==> src/rtl/fetch_stage_pkg.sv <==
// Shared constants for the instruction-fetch stage: reset vector and nop encoding.
package fetch_stage_pkg;
    localparam logic [31:0] RESET_PC = 32'hBFC0_0000;
    localparam logic [31:0] NOP_INST = 32'h0000_0000;
endpackage

==> src/rtl/fetch_stage_inst_holdbuf.sv <==
// Hold buffer for SRAM read data: keeps the fetched word alive while ID stalls,
// because the SRAM data is only valid for the one cycle after its enable.
module inst_holdbuf
    import fetch_stage_pkg::*;
(
    input  logic        clk,
    input  logic        rst_n,
    input  logic        valid,
    input  logic        hold,
    input  logic [31:0] rdata,
    output logic [31:0] inst_out
);

    logic        buf_valid_q;
    logic [31:0] inst_buf_q;

    // Capture on the first stall cycle, release when the instruction moves to ID
    always_ff @(posedge clk) begin
        if (!rst_n) begin
            buf_valid_q <= 1'b0;
            inst_buf_q  <= NOP_INST;
        end else if (valid && hold && !buf_valid_q) begin
            buf_valid_q <= 1'b1;
            inst_buf_q  <= rdata;
        end else if (valid && !hold) begin
            buf_valid_q <= 1'b0;
        end else begin
            buf_valid_q <= buf_valid_q;
        end
    end

    assign inst_out = buf_valid_q ? inst_buf_q : rdata;

endmodule

==> src/rtl/fetch_stage.sv <==
// IF stage: owns the fetch PC, drives the 1-cycle instruction SRAM and hands
// instructions to ID over valid/allowin. Optional macro: FETCH_ADDREXC_EN.
module fetch_stage
    import fetch_stage_pkg::*;
(
    input  logic        clk,
    input  logic        rst_n,
    input  logic        id_allowin_in,
    input  logic [31:0] id_nextPC_in,
    output logic        if_valid_out,
    output logic [31:0] if_PC_out,
    output logic [31:0] if_NPC_out,
    output logic [31:0] if_NNPC_out,
    output logic [31:0] if_Instruct_out,
    output logic [31:0] if_NPC_fast_wire,
    output logic        inst_sram_en,
    output logic [31:0] inst_sram_addr,
    input  logic [31:0] inst_sram_rdata,
    output logic        if_addrexc_out
);

    logic        valid_q;
    logic [31:0] pc_q;
    logic        allowin_s;
    logic [31:0] inst_s;

    assign allowin_s      = !valid_q || id_allowin_in;
    assign inst_sram_en   = allowin_s && rst_n;
    assign inst_sram_addr = valid_q ? id_nextPC_in : RESET_PC;

    // Fetch PC advances whenever a new SRAM read is issued; valid never drops
    always_ff @(posedge clk) begin
        if (!rst_n) begin
            valid_q <= 1'b0;
            pc_q    <= RESET_PC;
        end else if (allowin_s) begin
            valid_q <= 1'b1;
            pc_q    <= inst_sram_addr;
        end else begin
            valid_q <= valid_q;
            pc_q    <= pc_q;
        end
    end

    inst_holdbuf u_holdbuf (
        .clk      (clk),
        .rst_n    (rst_n),
        .valid    (valid_q),
        .hold     (!id_allowin_in),
        .rdata    (inst_sram_rdata),
        .inst_out (inst_s)
    );

    assign if_valid_out     = valid_q;
    assign if_PC_out        = pc_q;
    assign if_NPC_out       = pc_q + 32'd4;
    assign if_NNPC_out      = pc_q + 32'd8;
    assign if_NPC_fast_wire = pc_q + 32'd4;

`ifdef FETCH_ADDREXC_EN
    // Misaligned fetch still reads the SRAM, but ID sees a nop plus the flag
    assign if_addrexc_out  = valid_q && (pc_q[1:0] != 2'b00);
    assign if_Instruct_out = if_addrexc_out ? NOP_INST : inst_s;
`else
    assign if_addrexc_out  = 1'b0;
    assign if_Instruct_out = inst_s;
`endif

endmodule

==> config.mk <==
export PLATFORM = sky130hd
export DESIGN_NAME = fetch_stage
export DESIGN_NICKNAME = d
export VERILOG_FILES = /design/src/rtl/fetch_stage_pkg.sv /design/src/rtl/fetch_stage_inst_holdbuf.sv /design/src/rtl/fetch_stage.sv
export SDC_FILE = /design/constraint.sdc
export NUM_CORES = 1
export LEC_CHECK = 0
export ABC_AREA = 1
export BUFFER_PORTS_ARGS = -buffer_cell sky130_fd_sc_hd__buf_2
export CAP_MARGIN = 30
export CELL_PAD_IN_SITES_DETAIL_PLACEMENT = 1
export CELL_PAD_IN_SITES_GLOBAL_PLACEMENT = 2
export CORE_MARGIN = 3
export CORE_UTILIZATION = 21
export DETAILED_ROUTE_END_ITERATION = 16
export HOLD_SLACK_MARGIN = 0.1
export PLACE_DENSITY = 0.79
export SLEW_MARGIN = 15
export SYNTH_ARGS = -nofsm -noshare
export SYNTH_HDL_FRONTEND = slang
export SYNTH_HIERARCHICAL = 1
export SYNTH_SLANG_ARGS = --single-unit
==> constraint.sdc <==
create_clock -name clk -period 2.2 [get_ports clk]
set_input_delay 0.44 -clock clk [delete_from_list [all_inputs] [get_ports clk]]
set_output_delay 0.44 -clock clk [all_outputs]
set_load 0.01 [all_outputs]
==> reports/qor.yml <==
global_route:
  grt_pass1_wl_um: 31500
  busiest_layer: "met2"
  grt_usage_pct: 16.5
  grt_use_met3_pct: 3.69
  grt_max_degree: 44
  use_met1_pct: 20.0
  antenna_found_initial: 4
  met2_usage_pct: 29.9
  grt_pass1_vias: 5720
  gr-total-overflow: 0
route:
  drt_wl_total_um: 20900
  drtPass1Iterations: 4
  ant_nets: 0
  drc: 0
  drtIter0Drc: 175
  via_per_inst: 4.19
  routedWlPerCell_um: 15.4
  num_vias: 5686
sta:
  setup_viol: 11
  worst_pin_slew_ns: 0.516
  whs_ns: 0.344
  finalCritPeriodShare_pct: 102
  clock.fmax_mhz: 446
  fin_ws_ns: -0.0402
  clock_skew_ns: 0.00694
  rsz0062_at_grt: "yes"
  final_max_slew_viol_count: 0
  slew_headroom_pct: 65.6
  fin_crit_ns: 2.24
  finalHoldViolCount: 0
placed_design:
  portBuffers: 260
  gp_congestion: 0.829
  hpwl_um: 16600
  postPlaceCellArea_um2: 6330
logic_synthesis:
  synth-adder-area-share_pct: 0.795
  synthDistinctLibCells: 25
  ys_ff_latch: 66
  synth_area_um2: 4720
  synth_xor_area_share_pct: 5.57
  synthSimpleGateAreaFrac_pct: 42.1
  synth_area_per_cell_um2: 5.88
  syn_inst: 803
  synth.mux.area_fraction_pct: 0
  synth_compound_area_share_pct: 6.95
  syn_nets: 873
  yosysSeqAreaShare_pct: 28.0
  synth_warnings: 6
  synth_top_family_by_area: "simple AND/OR/NAND/NOR gates"
worst_setup_path:
  cp_max_fo: 6
  required_ns: 1.76
  critPathLaunchType: "flop"
  cp.arrival_ns: 1.80
  cp-end-kind: "output pin"
  worstSetupPathType: "flop to output pin"
floorplan:
  placementRows: 54
  die_h_um: 156
  coreArea_um2: 22000
  die_area_um2: 24300
  ioPinCount: 262
  fp.dieW_um: 156
  initial_core_util_pct: 21.5
clock_network:
  cts_tree: "done"
  htree_num_levels: 3
  clk_pin_slew_ns: 0.06
  cts_buffer_depth: 2
  cts_sinks: 66
  clk_latency_ns: 0.33
  cts-root-buf: "clkbuf_16"
  numCtsBuffers: 9
finish:
  area_delta_synth_final_pct: 54.9
  regArea_um2: 1360
  fin_area_um2: 7310
  nets: 1143
  antenna_cells: 0
  multi_input_area_um2: 3050
  fillCellCount: 2918
  layout.cells.most_common: "nand2_1"
  fin_util_pct: 33.3
  final_cell_mix: "nand2_1, buf_2, inv_1, nor2_1, buf_4"
  drive_gt1_share_pct: 43.3
pwr:
  peakVddDrop_mv: 0.309
  power.leakage_nw: 3.95
  powerDensity_nw_per_um2: 480
  power.total_w: 0.00350
status:
  status: "complete, but fails checks"
  violations: "negative setup slack"
hold_path:
  hp-class: "input pin to flop"
flow_run:
  maxCapViolations: 0
kinds of logic after synthesis:
kind of cell / Yosys count
XOR/XNOR: 30
adder cells (fa/ha/maj): 3
other: 1
flip-flops: 66
AND/OR/NAND/NOR: 480
buffers and inverters: 158
AO/OA/AOI/OAI: 65
cells in the mapped netlist, drive strengths merged:
master / count / area [um^2]
clkbuf: 10 / 37.5
nand3b: 1 / 7.51
nand2: 316 / 1220
xnor2: 4 / 35.0
xor2: 26 / 228
nor2: 124 / 557
a21oi: 23 / 115
o21ai: 41 / 205
buf: 58 / 403
a21boi: 1 / 7.51
or2: 10 / 62.6
nand3: 29 / 145
inv: 89 / 334
conb: 1 / 3.75
clkinv: 1 / 3.75
ha: 3 / 37.5
dfxtp: 66 / 1320
registers in the layout, indices dropped and copies added, names as in the netlist:
name                   count
u_holdbuf/buf_valid_q      1
u_holdbuf/inst_buf_q      32
if_PC_out                 32
if_valid_out               1
area by class of cell:
cell class                      instances  area share, %
Multi-Input combinational cell        579           41.7
Timing Repair Buffer                  327           26.2
Sequential cell                        66           18.6
Tap cell                              280           4.79
Inverter                               90           4.74
Clock buffer                            9           3.08
Clock inverter                          7          0.942
worst paths after layout:
check | start | depth (start not counted) | end | slack (ns)
max | if_PC_out[3] | 9 | if_NPC_out[30] | -0.04
min reg2reg | u_holdbuf/inst_buf_q[27] | 2 | u_holdbuf/inst_buf_q[27] | 0.48
min | inst_sram_rdata[29] | 3 | u_holdbuf/inst_buf_q[29] | 0.34
max reg2reg | if_valid_out | 7 | if_PC_out[23] | 0.70
layer usage:
layer | up-vias | share of wire [%] | wire length [um]
li1 | 2898 | - | -
met1 | 2575 | 43 | 8920
met2 | 183 | 50 | 10400
met3 | 22 | 6.1 | 1280
met4 | 8 | 1.1 | 236
met5 | - | 0.25 | 53
critical path, cell delays in order (launching register included):
cell and delay (ns):
dfxtp_2 0.36, buf_6 0.14, ha_4 0.17, nand3_2 0.13, buf_6 0.16, nor2_4 0.13
nand2_1 0.08, nand2_1 0.07, nand2_1 0.08, buf_2 0.15
through the flow:
step           setup TNS (ns)  cells  setup WS [ns]
6_report               -0.271   1358        -0.0402
5_1_grt                 -2.64   1358         -0.142
4_1_cts                -0.259   1350        -0.0346
3_5_place_dp                0   1324         0.0376
3_3_place_gp                0   1324         0.0725
2_1_floorplan               0    803        0.00321
where the power goes:
part / switching [W] / leakage, nW / internal, W / total, W
Sequential: 0.0000559 / 0.552 / 0.00126 / 0.00131
Clock: 0.000586 / 0.142 / 0.000875 / 0.00146
Combinational: 0.000430 / 3.26 / 0.000299 / 0.000729
timing repair:
item,4_1_cts,5_1_grt
resized for setup,84,63
hold buffers,0,0
setup buffers,10,8
endpoints found under the setup margin,76,68
hold endpoints to repair,0,0
pin swaps,18,23
Power figures use the tool's default switching activity.
